### src/rtl/poly_basemul.sv
// Streaming Kyber base-case multiplier: accepts NTT-domain coefficient pairs and emits
// the Montgomery-domain products r0, r1 of each degree-1 pair, bit-exact to PQClean.
module poly_basemul #(
    parameter int KYBER_Q    = 3329,
    parameter int KYBER_QINV = -3327
) (
    input  logic               i_clk,
    input  logic               i_rst_n,
    input  logic               i_valid,
    input  logic signed [15:0] i_a,
    input  logic signed [15:0] i_b,
    output logic               o_valid,
    output logic signed [15:0] o_data,
    output logic               o_last,
    output logic               o_busy
);

    localparam logic signed [31:0] Q_W    = 32'(KYBER_Q);
    localparam logic signed [31:0] QINV_W = 32'(KYBER_QINV);

    // Upper half of the PQClean zeta table; pair k uses entry k>>1, negated for odd k.
    localparam logic signed [15:0] ZETA [64] = '{
        -16'sd1103,  16'sd430,   16'sd555,   16'sd843,  -16'sd1251,  16'sd871,   16'sd1550,  16'sd105,
         16'sd422,   16'sd587,   16'sd177,  -16'sd235,  -16'sd291,  -16'sd460,   16'sd1574,  16'sd1653,
        -16'sd246,   16'sd778,   16'sd1159, -16'sd147,  -16'sd777,   16'sd1483, -16'sd602,   16'sd1119,
        -16'sd1590,  16'sd644,  -16'sd872,   16'sd349,   16'sd418,   16'sd329,  -16'sd156,  -16'sd75,
         16'sd817,   16'sd1097,  16'sd603,   16'sd610,   16'sd1322, -16'sd1285, -16'sd1465,  16'sd384,
        -16'sd1215, -16'sd136,   16'sd1218, -16'sd1335, -16'sd874,   16'sd220,  -16'sd1187, -16'sd1659,
        -16'sd1185, -16'sd1530, -16'sd1278,  16'sd794,  -16'sd1510, -16'sd854,  -16'sd870,   16'sd478,
        -16'sd108,  -16'sd308,   16'sd996,   16'sd991,   16'sd958,  -16'sd1460,  16'sd1522,  16'sd1628
    };

    function automatic logic signed [31:0] mul16(input logic signed [15:0] x, input logic signed [15:0] y);
        logic signed [31:0] xe;
        logic signed [31:0] ye;
        xe = x;
        ye = y;
        return xe * ye;
    endfunction

    // v - t*q is an exact multiple of 2^16, so the shift drops only zero bits.
    function automatic logic signed [15:0] mont(input logic signed [31:0] v);
        logic signed [15:0] t;
        logic signed [31:0] d;
        t = 16'(v * QINV_W);
        d = v - 32'(t) * Q_W;
        d = d >>> 16;
        return d[15:0];
    endfunction

    logic [7:0]         r_in_idx;
    logic [7:0]         r_out_idx;
    logic signed [15:0] r_a0;
    logic signed [15:0] r_b0;
    logic               r_s1_vld;
    logic signed [15:0] r_s1_m11;
    logic signed [15:0] r_s1_m00;
    logic signed [15:0] r_s1_r1;
    logic signed [15:0] r_s1_z;
    logic               r_s2_vld;
    logic signed [15:0] r_s2_r1;
    logic               r_valid;
    logic signed [15:0] r_data;
    logic               r_last;
    logic               r_busy;

    logic               w_acc_even;
    logic               w_acc_odd;
    logic [7:0]         w_in_idx_nxt;
    logic signed [15:0] w_zeta;
    logic signed [15:0] w_m11;
    logic signed [15:0] w_m00;
    logic signed [15:0] w_r1;
    logic signed [15:0] w_r0;
    logic               w_emit;
    logic signed [15:0] w_data_nxt;
    logic               w_busy_nxt;

    // Beat qualification, stage-1 products, stage-2 r0 and the output/busy next state.
    always_comb begin
        w_acc_even   = i_valid && !r_in_idx[0];
        w_acc_odd    = i_valid && r_in_idx[0];
        w_in_idx_nxt = r_in_idx;
        if (i_valid) begin
            w_in_idx_nxt = r_in_idx + 8'd1;
        end else begin
            w_in_idx_nxt = r_in_idx;
        end
        w_zeta = ZETA[r_in_idx[7:2]];
        if (r_in_idx[1]) begin
            w_zeta = -ZETA[r_in_idx[7:2]];
        end else begin
            w_zeta = ZETA[r_in_idx[7:2]];
        end
        w_m11 = mont(mul16(i_a, i_b));
        w_m00 = mont(mul16(r_a0, r_b0));
        w_r1  = mont(mul16(r_a0, i_b)) + mont(mul16(i_a, r_b0));
        w_r0  = mont(mul16(r_s1_m11, r_s1_z)) + r_s1_m00;
        // Odd beats are at least two cycles apart, so stage 1 and stage 2 never emit together.
        w_emit     = r_s1_vld || r_s2_vld;
        w_data_nxt = 16'sd0;
        if (r_s1_vld) begin
            w_data_nxt = w_r0;
        end else if (r_s2_vld) begin
            w_data_nxt = r_s2_r1;
        end else begin
            w_data_nxt = 16'sd0;
        end
        w_busy_nxt = w_in_idx_nxt[0] || w_acc_odd || w_emit;
    end

    // Input holding registers, two-stage pipeline and registered outputs.
    always_ff @(posedge i_clk) begin
        if (!i_rst_n) begin
            r_in_idx  <= 8'd0;
            r_out_idx <= 8'd0;
            r_a0      <= 16'sd0;
            r_b0      <= 16'sd0;
            r_s1_vld  <= 1'b0;
            r_s1_m11  <= 16'sd0;
            r_s1_m00  <= 16'sd0;
            r_s1_r1   <= 16'sd0;
            r_s1_z    <= 16'sd0;
            r_s2_vld  <= 1'b0;
            r_s2_r1   <= 16'sd0;
            r_valid   <= 1'b0;
            r_data    <= 16'sd0;
            r_last    <= 1'b0;
            r_busy    <= 1'b0;
        end else begin
            r_in_idx <= w_in_idx_nxt;
            if (w_acc_even) begin
                r_a0 <= i_a;
                r_b0 <= i_b;
            end
            r_s1_vld <= w_acc_odd;
            if (w_acc_odd) begin
                r_s1_m11 <= w_m11;
                r_s1_m00 <= w_m00;
                r_s1_r1  <= w_r1;
                r_s1_z   <= w_zeta;
            end
            r_s2_vld <= r_s1_vld;
            if (r_s1_vld) begin
                r_s2_r1 <= r_s1_r1;
            end
            r_valid <= w_emit;
            r_data  <= w_data_nxt;
            r_last  <= w_emit && (r_out_idx == 8'd255);
            if (w_emit) begin
                r_out_idx <= r_out_idx + 8'd1;
            end
            r_busy <= w_busy_nxt;
        end
    end

    assign o_valid = r_valid;
    assign o_data  = r_data;
    assign o_last  = r_last;
    assign o_busy  = r_busy;

endmodule

### config.mk
export PLATFORM = sky130hd
export DESIGN_NAME = poly_basemul
export DESIGN_NICKNAME = d
export VERILOG_FILES = /design/src/rtl/poly_basemul.sv
export SDC_FILE = /design/constraint.sdc
export NUM_CORES = 2
export LEC_CHECK = 0
export CAP_MARGIN = 10
export CORE_AREA = 2 2 332 367
export CTS_CLUSTER_SIZE = 16
export DETAILED_ROUTE_END_ITERATION = 16
export DIE_AREA = 0 0 334 369
export PLACE_DENSITY = 0.93
export SLEW_MARGIN = 10
export SYNTH_ARGS = -nofsm -noshare
export SYNTH_HDL_FRONTEND = slang
export SYNTH_SLANG_ARGS = --single-unit
### constraint.sdc
create_clock -name i_clk -period 20.1 [get_ports i_clk]
set_input_delay 4.02 -clock i_clk [delete_from_list [all_inputs] [get_ports i_clk]]
set_output_delay 4.02 -clock i_clk [all_outputs]
set_load 0.01 [all_outputs]
==> results.tsv <==
stage	metric	value	unit
finish	area added between synthesis and finish	3.36	%
clocking	Clock transition at path regs	0.08	ns
place	number of port buffers	53	
critical_path	r2r worst-path depth	58	
sta	Fin Setup TNS	0	ns
finish	share of layout cells above drive strength 1	2.06	%
finish	design area	0.0808	sq mm
clocking	Skew-Pair Late Insertion Delay	0.50	ns
status	status	complete, no violations	
yosys	Syn Nets	11400	
sta	final hold violation count	0	
place	GPL Wtd Cong	0.973	
critical_path	most used cell, CP	xnor2_1	
yosys	sequential element share of the synthesized area	3.81	%
finish	NumNets Final	11300	
sta	Post-Route Skew	0.0188	ns
critical_path	CP max-delay cell	clkdlybuf4s50_1	
drt	1st-pass router iterations	10	
global_routing	overall global routing resource usage	35.5	%
sta	max-slew violations	0	
drt	DRC	0	
clocking	CTS tree	done	
critical_path	required time worst endpoint	20.46	ns
yosys	post-synth design cell area	0.0782	sq mm
finish	FILL cells	8027	
clocking	CTS Buf Count	17	
critical_path	CP peak stage delay	1.15	ns
sta	# setup viols final	0	
worst_hold_path	worst hold path class	reg -> reg	
clocking	CTS resizes	0	
critical_path	Setup crit end kind	flip-flop	
yosys	Post-synth EDFFs	0	
floorplan	io pins	54	
finish	commonest non-fill, non-tap cell in the layout	inv_1	
worst_hold_path	hold path cells	2	
global_routing	global-route wire length before repair	345000	um
clocking	CTS Sinks	149	
clocking	number of setup buffers added after CTS	0	
finish	most frequent cells in the layout	2004 x inv_1, 1591 x fa_1, 1179 x ha_1	
floorplan	Core ar.	0.119	sq mm
floorplan	Initial Util	65.6	%
global_routing	largest net degree at the start of global routing	89	
drt	drt via density	6.08	
yosys	syn_area_per_cell	9.10	sq um
critical_path	CP Launch Type	input pin	
drt	ANT nets after route	0	
flow_run	max-cap violation count	0	
drt	initial drt markers	5319	
floorplan	Die Footprint	0.123	sq mm
clocking	hold_buf cts	0	
sta	minimum clock period	19.40	ns
global_routing	initial antenna violation count	6	
yosys	Syn Inst Count	8599	
critical_path	critical path class	in -> reg	
drt	WL final	214000	um
sta	unrepaired setup endpoints after global routing	no	
critical_path	CP max FO	22	
drt	via count	61000	
global_routing	number of global-route vias before repair	68500	
yosys	ys flop type	dfxtp_1	
place	Placement Cell Area	0.0802	sq mm
yosys	Async SR Flop Fraction	0	%
clocking	Longest Clk Path Bufs	2	
sta	Tcrit/Tclk final	96.5	%
drt	wire per inst	21.3	um
yosys	Yosys warning count	0	
place	HPWL Detailed	171000	um
sta	Slew headroom	17.4	%
global_routing	total gr overflow	0	
clocking	Root Driver	clkbuf_16	
sta	Slew @ Worst Pin	1.23	ns
critical_path	Arrival @ worst endpoint	19.76	ns
sta	fmax	51.6	MHz
floorplan	Cell Rows	133	
yosys	synth unique cells	89	
floorplan	Die Wd	334	um
floorplan	Die H	369	um
clocking	CTS H-tree lvls	4	
yosys	Seq cells post-synth	149	
## metal layers
layer,GRT usage (%),vias to the layer above,routed length (um)
met5,0,-,82
met4,25.8,8,18200
met3,9.22,1435,21700
met2,59.2,3624,102000
met1,39.3,29900,71900
li1,-,26000,-
## state kept, by name, indices dropped and copies added (netlist names)
register / flops
r_s2_r1: 16
r_s1_vld: 1
r_in_idx: 8
o_valid: 1
r_s1_r1: 16
r_s1_z: 16
o_data: 16
o_last: 1
o_busy: 1
r_a0: 16
r_s2_vld: 1
r_out_idx: 8
r_s1_m00: 16
r_s1_m11: 16
r_b0: 16
## cells by family after synthesis
kind of cell             after synthesis  synth area share [%]
adder cells (fa/ha/maj)             2772                  59.6
buffers and inverters               2307                  11.1
AND/OR/NAND/NOR                     2016                  12.6
AO/OA/AOI/OAI                        866                  7.22
XOR/XNOR                             413                  4.66
flip-flops                           149                  3.81
multiplexers                          75                  1.01
other                                  1               0.00479
## worst paths after layout
check	from	to	slack, ns
setup / recovery	i_a[2]	r_s1_r1[15]	0.70
hold / removal	r_out_idx[7]	o_last	0.47
setup reg to reg	r_b0[1]	r_s1_r1[15]	4.45
hold reg to reg	r_out_idx[7]	o_last	0.47
## cell usage after synthesis (8+ instances only)
cell type | instances | area, sq um
mux2i_1 | 65 | 651
xor2_1 | 137 | 1200
a21oi_1 | 250 | 1250
or3_1 | 14 | 87.6
o21bai_1 | 40 | 300
a211o_1 | 10 | 87.6
a2111oi_0 | 8 | 70.1
clkbuf_1 | 280 | 1050
o31ai_1 | 15 | 113
a221o_1 | 8 | 80.1
dfxtp_1 | 149 | 2980
nand2_1 | 771 | 2890
o21ai_0 | 144 | 721
or2_2 | 8 | 50.1
a31oi_1 | 24 | 150
nand2b_1 | 111 | 694
nor3_1 | 42 | 210
inv_1 | 2004 | 7520
a21o_1 | 115 | 863
o21a_1 | 47 | 353
a22oi_1 | 16 | 120
and2_1 | 583 | 3650
xnor2_1 | 274 | 2400
buf_1 | 11 | 41.3
fa_1 | 1591 | 31900
nor2b_1 | 58 | 363
o21ai_1 | 26 | 130
nand4_1 | 21 | 131
nand3_1 | 54 | 270
o211ai_1 | 25 | 188
ha_1 | 1181 | 14800
a211oi_1 | 49 | 368
buf_2 | 8 | 40.0
nor2_1 | 305 | 1140
and3_1 | 22 | 138
## cell type report
class | count | area (sq um) | share of cell area [%]
Multi-Input combinational cell | 6143 | 66600 | 82.4
Inverter | 2008 | 7540 | 9.33
Sequential cell | 149 | 3010 | 3.72
Tap cell | 1552 | 1940 | 2.40
Timing Repair Buffer | 132 | 1120 | 1.39
Clock buffer | 17 | 425 | 0.526
Clock inverter | 15 | 203 | 0.251
Antenna cell | 6 | 15.0 | 0.0186
## worst max-delay path: cells and delay by family
kind | cells | cell delay [ns]
buffers and inverters | 9 | 2.22
and+or+nand+nor | 5 | 0.83
AOI/OAI and AO/OA | 16 | 3.26
xor gates and xnor gates | 10 | 2.29
adders and majority gates | 18 | 7.11
## per-stage QoR
step	hold WS, ns	utilization, %	cells	setup slack [ns]
after floorplan	0.419	-	8599	2.94
after global placement	0.448	67.3	9984	1.23
after detailed placement	0.464	67.3	9984	0.538
after CTS	0.473	67.8	10000	1.06
after global routing	0.495	67.8	10000	0.236
final	0.471	67.9	10000	0.703
Power is left out: the tool's default activity adds up to more than one toggle a clock period on the data nets, which glitch-free logic cannot reach.
